**config.mk**
```make
export PLATFORM = sky130hd
export DESIGN_NAME = sram_port_arbiter_flat
export DESIGN_NICKNAME = d
export VERILOG_FILES = /design/src/rtl/sram_port_arbiter_if.sv /design/src/rtl/sram_port_arbiter.sv /design/src/flat_wrapper.sv
export SDC_FILE = /design/constraint.sdc
export NUM_CORES = 1
export LEC_CHECK = 0
export ABC_AREA = 1
export CAP_MARGIN = 40
export CORE_AREA = 2 2 152 154
export CTS_CLUSTER_DIAMETER = 80
export DETAILED_ROUTE_END_ITERATION = 16
export DIE_AREA = 0 0 154 156
export SETUP_SLACK_MARGIN = 0.2
export SLEW_MARGIN = 10
export SYNTH_ARGS = -nofsm -noshare
export SYNTH_HDL_FRONTEND = slang
export SYNTH_SLANG_ARGS = --single-unit
```
**constraint.sdc**
```tcl
create_clock -name clk_i -period 2.55 [get_ports clk_i]
set_input_delay 0.255 -clock clk_i [delete_from_list [all_inputs] [get_ports clk_i]]
set_output_delay 0.255 -clock clk_i [all_outputs]
set_load 0.01 [all_outputs]
```
**src/rtl/sram_port_arbiter_if.sv**
```systemverilog
// Client-side bus of the SRAM port arbiter: per-port request/grant/read-return.
interface sram_port_arbiter_if #(
  parameter int NUM_PORTS  = 2,
  parameter int DATA_WIDTH = 64,
  parameter int NUM_WORDS  = 1024
);
  localparam int AW       = $clog2(NUM_WORDS);
  localparam int BE_WIDTH = (DATA_WIDTH + 7) / 8;

  logic [NUM_PORTS-1:0]            req_i;
  logic [NUM_PORTS-1:0]            lock_i;
  logic [NUM_PORTS-1:0]            we_i;
  logic [NUM_PORTS*AW-1:0]         addr_i;
  logic [NUM_PORTS*DATA_WIDTH-1:0] wdata_i;
  logic [NUM_PORTS*BE_WIDTH-1:0]   be_i;
  logic [NUM_PORTS-1:0]            gnt_o;
  logic [NUM_PORTS-1:0]            rvalid_o;
  logic [DATA_WIDTH-1:0]           rdata_o;

  // Clients drive requests and consume grants / read data.
  modport master (
    output req_i, lock_i, we_i, addr_i, wdata_i, be_i,
    input  gnt_o, rvalid_o, rdata_o
  );

  // The arbiter consumes requests and produces grants / read data.
  modport slave (
    input  req_i, lock_i, we_i, addr_i, wdata_i, be_i,
    output gnt_o, rvalid_o, rdata_o
  );
endinterface

```
**src/rtl/sram_port_arbiter.sv**
```systemverilog
// Round-robin arbiter sharing one single-port SRAM among NUM_PORTS clients,
// with per-port lock for back-to-back beats and 1-cycle read-data routing.
module sram_port_arbiter #(
  parameter int NUM_PORTS  = 2,
  parameter int DATA_WIDTH = 64,
  parameter int NUM_WORDS  = 1024
) (
  input  logic                       clk_i,
  input  logic                       rst_i,
  sram_port_arbiter_if.slave         bus,
  output logic                       sram_req_o,
  output logic                       sram_we_o,
  output logic [$clog2(NUM_WORDS)-1:0] sram_addr_o,
  output logic [DATA_WIDTH-1:0]      sram_wdata_o,
  output logic [(DATA_WIDTH+7)/8-1:0] sram_be_o,
  input  logic [DATA_WIDTH-1:0]      sram_rdata_i
);
  localparam int AW       = $clog2(NUM_WORDS);
  localparam int BE_WIDTH = (DATA_WIDTH + 7) / 8;
  localparam int IW       = (NUM_PORTS > 1) ? $clog2(NUM_PORTS) : 1;

  logic [IW-1:0]        prio_q, lock_owner_q, rid_q;
  logic                 lock_vld_q, rvalid_q;
  logic [IW-1:0]        win, prio_nxt;
  logic                 found, rd_xfer;
  logic [NUM_PORTS-1:0] gnt;
  int                   idx;

  // Pick the winner: a locked owner is the only candidate, otherwise scan
  // from prio_q with wrap. Reset masks every grant.
  always_comb begin
    found = 1'b0;
    win   = '0;
    idx   = 0;
    if (rst_i) begin
      found = 1'b0;
    end else if (lock_vld_q) begin
      found = bus.req_i[lock_owner_q];
      win   = lock_owner_q;
    end else begin
      for (int i = 0; i < NUM_PORTS; i++) begin
        idx = int'(prio_q) + i;
        if (idx >= NUM_PORTS) idx = idx - NUM_PORTS;
        if (!found && bus.req_i[idx]) begin
          found = 1'b1;
          win   = IW'(idx);
        end
      end
    end
  end

  // Grant vector and SRAM command mux; everything zero when nobody wins.
  always_comb begin
    gnt          = '0;
    sram_req_o   = 1'b0;
    sram_we_o    = 1'b0;
    sram_addr_o  = '0;
    sram_wdata_o = '0;
    sram_be_o    = '0;
    if (found) begin
      gnt[win]     = 1'b1;
      sram_req_o   = 1'b1;
      sram_we_o    = bus.we_i[win];
      sram_addr_o  = bus.addr_i[int'(win)*AW +: AW];
      sram_wdata_o = bus.wdata_i[int'(win)*DATA_WIDTH +: DATA_WIDTH];
      sram_be_o    = bus.be_i[int'(win)*BE_WIDTH +: BE_WIDTH];
    end
  end

  assign rd_xfer  = found & ~bus.we_i[win];
  assign prio_nxt = (win == IW'(NUM_PORTS - 1)) ? '0 : win + IW'(1);

  // Priority / lock state: a locked transfer pins the owner; an unlocked
  // transfer rotates priority past the winner; an idle owner loses its lock.
  always_ff @(posedge clk_i or posedge rst_i) begin
    if (rst_i) begin
      prio_q       <= '0;
      lock_vld_q   <= 1'b0;
      lock_owner_q <= '0;
    end else if (found) begin
      if (bus.lock_i[win]) begin
        lock_vld_q   <= 1'b1;
        lock_owner_q <= win;
      end else begin
        lock_vld_q <= 1'b0;
        prio_q     <= prio_nxt;
      end
    end else if (lock_vld_q) begin
      // Owner is not requesting (otherwise it would have won): release.
      lock_vld_q <= 1'b0;
    end
  end

  // Read-return tracking: the SRAM answers exactly one cycle after a read.
  always_ff @(posedge clk_i or posedge rst_i) begin
    if (rst_i) begin
      rvalid_q <= 1'b0;
      rid_q    <= '0;
    end else begin
      rvalid_q <= rd_xfer;
      if (rd_xfer) rid_q <= win;
    end
  end

  assign bus.gnt_o   = gnt;
  assign bus.rdata_o = sram_rdata_i;

  for (genvar k = 0; k < NUM_PORTS; k++) begin : g_rv
    assign bus.rvalid_o[k] = rvalid_q && (rid_q == IW'(k));
  end
endmodule

```
**src/flat_wrapper.sv**
```systemverilog
// flat-port wrapper written by rule: the top's interface ports become plain ports
module sram_port_arbiter_flat 
#(
  parameter int NUM_PORTS  = 2,
  parameter int DATA_WIDTH = 64,
  parameter int NUM_WORDS  = 1024
)
  (clk_i, rst_i, sram_req_o, sram_we_o, sram_addr_o, sram_wdata_o, sram_be_o, sram_rdata_i, bus_req_i, bus_lock_i, bus_we_i, bus_addr_i, bus_wdata_i, bus_be_i, bus_gnt_o, bus_rvalid_o, bus_rdata_o);
  sram_port_arbiter_if #(.NUM_PORTS(NUM_PORTS), .DATA_WIDTH(DATA_WIDTH), .NUM_WORDS(NUM_WORDS)) bus_i ();
  input  logic clk_i;
  input  logic rst_i;
  output logic sram_req_o;
  output logic sram_we_o;
  output logic [$clog2(NUM_WORDS)-1:0] sram_addr_o;
  output logic [DATA_WIDTH-1:0] sram_wdata_o;
  output logic [(DATA_WIDTH+7)/8-1:0] sram_be_o;
  input  logic [DATA_WIDTH-1:0] sram_rdata_i;
  input wire logic [$bits(bus_i.req_i)-1:0] bus_req_i;
  input wire logic [$bits(bus_i.lock_i)-1:0] bus_lock_i;
  input wire logic [$bits(bus_i.we_i)-1:0] bus_we_i;
  input wire logic [$bits(bus_i.addr_i)-1:0] bus_addr_i;
  input wire logic [$bits(bus_i.wdata_i)-1:0] bus_wdata_i;
  input wire logic [$bits(bus_i.be_i)-1:0] bus_be_i;
  output wire logic [$bits(bus_i.gnt_o)-1:0] bus_gnt_o;
  output wire logic [$bits(bus_i.rvalid_o)-1:0] bus_rvalid_o;
  output wire logic [$bits(bus_i.rdata_o)-1:0] bus_rdata_o;
  assign bus_i.req_i = bus_req_i;
  assign bus_i.lock_i = bus_lock_i;
  assign bus_i.we_i = bus_we_i;
  assign bus_i.addr_i = bus_addr_i;
  assign bus_i.wdata_i = bus_wdata_i;
  assign bus_i.be_i = bus_be_i;
  assign bus_gnt_o = bus_i.gnt_o;
  assign bus_rvalid_o = bus_i.rvalid_o;
  assign bus_rdata_o = bus_i.rdata_o;
  sram_port_arbiter #(.NUM_PORTS(NUM_PORTS), .DATA_WIDTH(DATA_WIDTH), .NUM_WORDS(NUM_WORDS)) u_core (.clk_i(clk_i), .rst_i(rst_i), .bus(bus_i), .sram_req_o(sram_req_o), .sram_we_o(sram_we_o), .sram_addr_o(sram_addr_o), .sram_wdata_o(sram_wdata_o), .sram_be_o(sram_be_o), .sram_rdata_i(sram_rdata_i));
endmodule
```
==> results.sh, run 1 <==
export IMPL_status="completed"
export IMPL_pin_count=388
export IMPL_cts_tree="yes"
export IMPL_fp_dieW_um=154
export IMPL_cp_end_kind="output pin"
export IMPL_yosys_most_used_dff="dfrtp_1"
export IMPL_antenna_cells=0
export IMPL_grt_max_degree=38
export IMPL_nNetsFinal=828
export IMPL_internal_power_uw=909
export IMPL_grt_pass1_wl_um=14300
export IMPL_drcViolationCount=0
export IMPL_worst_hold_path_type="in -> async"
export IMPL_synthXorXnorAreaFrac_pct=0
export IMPL_synthMuxAreaShare_pct=0
export IMPL_pwr_share_comb_pct=74.2
export IMPL_tightest_slew_ns=0.173
export IMPL_cts_sinks=5
export IMPL_grt_overflow=0
export IMPL_synth_area_sq_um=1910
export IMPL_yosys_warnings=0
export IMPL_period_needed_ns=2.37
export IMPL_rsz0062_at_grt="yes"
export IMPL_die_height_um=156
export IMPL_synth_top_area_share_pct=52.4
export IMPL_synth_compound_area_share_pct=0.394
export IMPL_finalCritPeriodShare_pct=92.9
export IMPL_gr_usage_met2_pct=13.6
export IMPL_cp_max_fo=17
export IMPL_powerDensity_nw_per_um2=291
export IMPL_required_ns=2.30
export IMPL_netlist_top_cells_area="nand2_1, buf_4, buf_6"
export IMPL_switching_share_pct=34.5
export IMPL_drt_total_wl_um=11100
export IMPL_vias_per_cell=3.36
export IMPL_synth_edf_count=0
export IMPL_fmax_mhz=422
export IMPL_start_kind="input pin"
export IMPL_synth_top_family_by_area="simple AND/OR/NAND/NOR gates"
export IMPL_switchingPower_uw=478
export IMPL_cts_buffer_depth=2
export IMPL_gr_usage_met3_pct=3.25
export IMPL_grt_util_met1_pct=7.51
export IMPL_routedWlPerCell_um=12.7
export IMPL_rows=55
export IMPL_postRouteAntennaNets=0
export IMPL_grt_busiest_layer="met2"
export IMPL_htreeDepth=1
export IMPL_syn_to_final_growth_pct=150
export IMPL_via_count=2945
export IMPL_dpl_cell_area_sq_um=4430
export IMPL_portBuffers=259
export IMPL_timing_setup_tns_ns=0
export IMPL_postSynthAreaPerCell_sq_um=5.03
export IMPL_fin_skew_ns=0.00112
export IMPL_dp_hpwl_um=8510
export IMPL_die_area_sq_um=24000
export IMPL_grt_util_all_layers_pct=7.47
export IMPL_ys_top_cells_by_count="nand2_1, buf_4, buf_6"
export IMPL_final_area_sq_um=4760
export IMPL_holdBufCountCts=0
export IMPL_arrival_ns=2.11
export IMPL_drt_pass1_iter_count=4
export IMPL_drtIter0Drc=130
export IMPL_async_reset_ff_share_pct=100
export IMPL_coreArea_sq_um=22400
export IMPL_timing_worst_setup_path_type="in -> out"
export IMPL_yosys_register_bits=5
export IMPL_initial_core_util_pct=8.52
export IMPL_design_power_total_mw=1.39
export IMPL_synth_distinct_cells=14
export IMPL_maxSlewViolCount=0
export IMPL_pwr_share_seq_pct=7.4
export IMPL_insertion_delay_ns=0.23
export IMPL_ir_drop_mv=0.162
export IMPL_gp_congestion=0.679
export IMPL_cts_buffers=3
export IMPL_synthesis_instances=379
export IMPL_synth_top_cell_by_area="nand2_1"
export IMPL_clkTransAtPathRegs_ns=0.03
export IMPL_pwr_share_clk_pct=18.3
export IMPL_setup_viol=0
export IMPL_synth_adder_area_share_pct=0
export IMPL_root_buffer="clkbuf_16"
export IMPL_layout_drive_gt1_share_pct=7.45
export IMPL_ys_seq_area_share_pct=6.57
export IMPL_yosys_area_share_simple_pct=56.3
export IMPL_syn_nets=615
export IMPL_antenna_found_initial=1
export IMPL_slew_headroom_pct=88.4
export IMPL_hold_violations=0
export IMPL_drv_cap=0
export IMPL_synth_most_common_cell="nand2_1"
export IMPL_first_global_vias=2839
export IMPL_p_leak_nw=2.88
[cell type report]
type | instances | area (sq um)
Multi-Input combinational cell | 279 | 1090
Inverter | 13 | 58.8
Timing Repair Buffer | 290 | 3060
Tap cell | 285 | 357
Sequential cell | 5 | 125
Clock buffer | 4 | 78.8
Fill cell | 2520 | 17600
[critical path, cell delays in order]
cell	delay, ns
clkdlybuf4s50_1	0.48
nand2_1	0.06
nand2_1	0.05
nand2_1	0.07
nand2_2	0.09
nand2_1	0.09
clkinv_4	0.11
buf_12	0.16
nand2_1	0.06
nand2_1	0.11
clkdlybuf4s50_1	0.55
[flip-flops by register name, indices dropped and copies added (netlist names)]
signal               cells
u_core.lock_vld_q        1
u_core.rid_q             1
u_core.lock_owner_q      1
u_core.prio_q            1
u_core.rvalid_q          1
[cells by family after synthesis]
group	count (synthesis)
flops	5
simple gates	278
compound gates	1
buf+inv	95
[repair_timing]
action                     in CTS  in global routing
setup endpoints to repair      83                 45
gates resized for setup        45                 46
cloned                          1                  4
buffers inserted                1                  7
pin swaps                       0                  1
[per-stage QoR]
stage / hold WS, ns / setup WS [ns] / instances / utilization, %
floorplan: 0.0420 / 1.02 / 379 / -
global placement: 0.467 / 0.0460 / 859 / 19.8
detailed placement: 0.465 / 0.0418 / 859 / 19.8
CTS: 0.205 / 0.0763 / 865 / 20.1
global route: 0.222 / 0.0292 / 876 / 21.3
finish: 0.207 / 0.182 / 876 / 21.3
[power by group through the flow]
stage	registers, mW	logic, mW	clock network [mW]
floorplan	0.102	0.459	0
global placement	0.104	1.02	0
detailed placement	0.104	1.02	0
CTS	0.103	0.998	0.258
global route	0.106	1.12	0.266
finish	0.103	1.03	0.254
[cell usage in the layout, fill, tap and decap left out, types with 2 or more instances in the layout]
cell	n
clkbuf_16	6
inv_1	10
dlygate4sd2_1	41
nand2_1	263
dlymetal6s2s_1	39
nand2_2	4
clkinv_4	2
dfrtp_1	5
buf_4	18
buf_12	8
clkdlybuf4s50_1	178
nand3_1	7
[worst paths after layout]
kind                                                        end                            start  cells after the start  slack, ns
worst max-delay path                           sram_wdata_o[18]                     bus_req_i[0]                     11       0.18
worst min-delay path            u_core.lock_owner_q$_DFFE_PP0P_                            rst_i                      3       0.21
worst max register to register        u_core.prio_q$_DFFE_PP0P_  u_core.lock_owner_q$_DFFE_PP0P_                     10       1.03
worst min register to register        u_core.prio_q$_DFFE_PP0P_        u_core.prio_q$_DFFE_PP0P_                      2       0.47
max in group asynchronous              u_core.rid_q$_DFFE_PP0P_                            rst_i                      3       2.23
min in group clk_i                    u_core.prio_q$_DFFE_PP0P_        u_core.prio_q$_DFFE_PP0P_                      2       0.47
[routing by layer]
metal / wire length, um / up-vias
met5: 0 / -
met4: 408 / 0
met3: 1400 / 45
met2: 5120 / 211
met1: 4200 / 1211
li1: - / 1478
No activity file was read; power rests on OpenSTA's default activity.
==> run 2: changes to the inputs <==
Settings changed: CTS_BUF_LIST set to sky130_fd_sc_hd__clkbuf_2, RECOVER_POWER set to 100.
==> run 2 against run 1 <==
  * Final cell count did not move
  * Die area did not move
  * Global-route usage barely moved
  * Critical path depth did not move
  * Sequential share of layout area rose by 0.12 points
  * Sequential power barely moved
  * Maximum frequency rose by 0.75%
  * Critical endpoint unchanged
  * Highest routed layer unchanged
==> results.sh, run 2 (synthesized netlist as in run 1, its figures left out) <==
export IMPL_status="completed"
export IMPL_pwr_share_seq_pct=8.8
export IMPL_fin_skew_ns=0.00360
export IMPL_cts_tree="yes"
export IMPL_internal_power_uw=717
export IMPL_powerDensity_nw_per_um2=258
export IMPL_slew_headroom_pct=79.9
export IMPL_drtIter0Drc=155
export IMPL_fp_dieW_um=154
export IMPL_antenna_found_initial=1
export IMPL_timing_worst_setup_path_type="in -> out"
export IMPL_period_needed_ns=2.35
export IMPL_arrival_ns=2.10
export IMPL_htreeDepth=1
export IMPL_timing_hold_ws_ns=0.271
export IMPL_cts_buffer_depth=2
export IMPL_drt_total_wl_um=11100
export IMPL_pwr_share_clk_pct=6.2
export IMPL_insertion_delay_ns=0.21
export IMPL_drcViolationCount=0
export IMPL_clkTransAtPathRegs_ns=0.06
export IMPL_antenna_cells=0
export IMPL_r2r_worst_path_cells=10
export IMPL_cp_top_family="buffers and inverters"
export IMPL_grt_util_all_layers_pct=7.48
export IMPL_instances_no_fill=876
export IMPL_placed_cells=859
export IMPL_maxSlewViolCount=0
export IMPL_crit_chain="clkdlybuf4s50_1, nand2_1, nand2_1, nand2_1, nand2_2, nand2_1, clkinv_4, buf_12, nand2_1, nand2_1, clkdlybuf4s50_1"
export IMPL_layout_common_cells="nand2_1, clkdlybuf4s50_1, dlygate4sd2_1, clkdlybuf4s25_1, buf_4"
export IMPL_drv_cap=0
export IMPL_rows=55
export IMPL_rsz0062_at_grt="yes"
export IMPL_start_kind="input pin"
export IMPL_post_place_ws_ns=0.0418
export IMPL_layout_drive_gt1_share_pct=6.26
export IMPL_setup_viol=0
export IMPL_grt_pass1_wl_um=14300
export IMPL_postRouteAntennaNets=0
export IMPL_dpl_cell_area_sq_um=4430
export IMPL_dp_hpwl_um=8510
export IMPL_tightest_slew_ns=0.301
export IMPL_p_leak_nw=2.35
export IMPL_ir_drop_mv=0.0799
export IMPL_hold_violations=0
export IMPL_grt_overflow=0
export IMPL_first_global_vias=2842
export IMPL_routedWlPerCell_um=12.7
export IMPL_required_ns=2.30
export IMPL_crit_path_top_delay_cell="clkdlybuf4s50_1"
export IMPL_via_count=2946
export IMPL_r2r_start="u_core.lock_owner_q$_DFFE_PP0P_"
export IMPL_setup_ws_ns=0.200
export IMPL_cp_max_fo=17
export IMPL_switching_share_pct=39.1
export IMPL_drt_pass1_iter_count=4
export IMPL_critPathBufInv=4
export IMPL_vias_per_cell=3.36
export IMPL_syn_to_final_growth_pct=139
export IMPL_cp_end_kind="output pin"
export IMPL_root_buffer="clkbuf_2"
export IMPL_cp_startpoint="bus_req_i[0]"
export IMPL_cts_sinks=5
export IMPL_worstSetupPathDepth=11
export IMPL_grt_max_degree=38
export IMPL_die_area_sq_um=24000
export IMPL_switchingPower_uw=459
export IMPL_pin_count=388
export IMPL_timing_setup_tns_ns=0
export IMPL_pwr_share_comb_pct=85.1
export IMPL_coreArea_sq_um=22400
export IMPL_die_height_um=156
export IMPL_gp_congestion=0.679
export IMPL_initial_core_util_pct=8.52
export IMPL_nNetsFinal=828
export IMPL_finalCritPeriodShare_pct=92.2
export IMPL_portBuffers=259
export IMPL_cp_slowest_stage_delay_ns=0.55
export IMPL_final_common_cell="nand2_1"
export IMPL_cp_common_cell="nand2_1"
export IMPL_fillers=2562
export IMPL_final_area_sq_um=4550
export IMPL_fmax_mhz=426
export IMPL_cts_buffers=3
export IMPL_worst_hold_path_type="in -> async"
run 2: path summary, 6_finish.rpt:
check,end,slack (ns)
hold reg to reg,u_core.prio_q$_DFFE_PP0P_,0.48
setup reg to reg,u_core.prio_q$_DFFE_PP0P_,1.04
hold / removal,u_core.lock_vld_q$_DFF_PP0_,0.27
min in group clk_i,u_core.prio_q$_DFFE_PP0P_,0.48
setup / recovery,sram_wdata_o[18],0.20
max in group asynchronous,u_core.rid_q$_DFFE_PP0P_,2.05
run 2: tightest hold or removal path: cells and delay by family:
family | cells | cell delay [ns]
buffers and inverters | 3 | 0.62
run 2: what timing repair did:
item / 4_1_cts / 5_1_grt
pin swaps: 0 / 1
gates cloned: 1 / 4
setup endpoints to repair: 83 / 45
setup buffers: 1 / 7
gates resized for setup: 45 / 46
hold buffers: 0 / 0
run 2: routing by layer:
metal / up-vias / GRT usage (%) / share of wire [%]
met5: - / 0 / 0
li1: 1478 / - / -
met2: 210 / 13.6 / 46
met4: 0 / 3.12 / 3.6
met3: 42 / 3.25 / 13
met1: 1216 / 7.49 / 38
run 2: area by class of cell:
class | instances | area (sq um) | share of cell area (%)
Timing Repair Buffer | 290 | 2910 | 63.9
Multi-Input combinational cell | 279 | 1080 | 23.8
Tap cell | 285 | 357 | 7.84
Sequential cell | 5 | 125 | 2.75
Inverter | 13 | 58.8 | 1.29
Clock buffer | 4 | 20.0 | 0.440
run 2: through the flow:
stage / total power, mW / util [%]
4_1_cts: 1.18 / 19.9
5_1_grt: 1.28 / 20.3
3_3_place_gp: 1.12 / 19.8
3_5_place_dp: 1.12 / 19.8
2_1_floorplan: 0.561 / -
6_report: 1.18 / 20.3
run 2: power by group through the flow:
stage          Combinational (mW)  Clock (mW)  Sequential, mW
2_1_floorplan               0.459           0           0.102
3_3_place_gp                 1.02           0           0.104
3_5_place_dp                 1.02           0           0.104
4_1_cts                     0.998      0.0766           0.103
5_1_grt                      1.09      0.0838           0.105
6_report                     1.00      0.0724           0.103
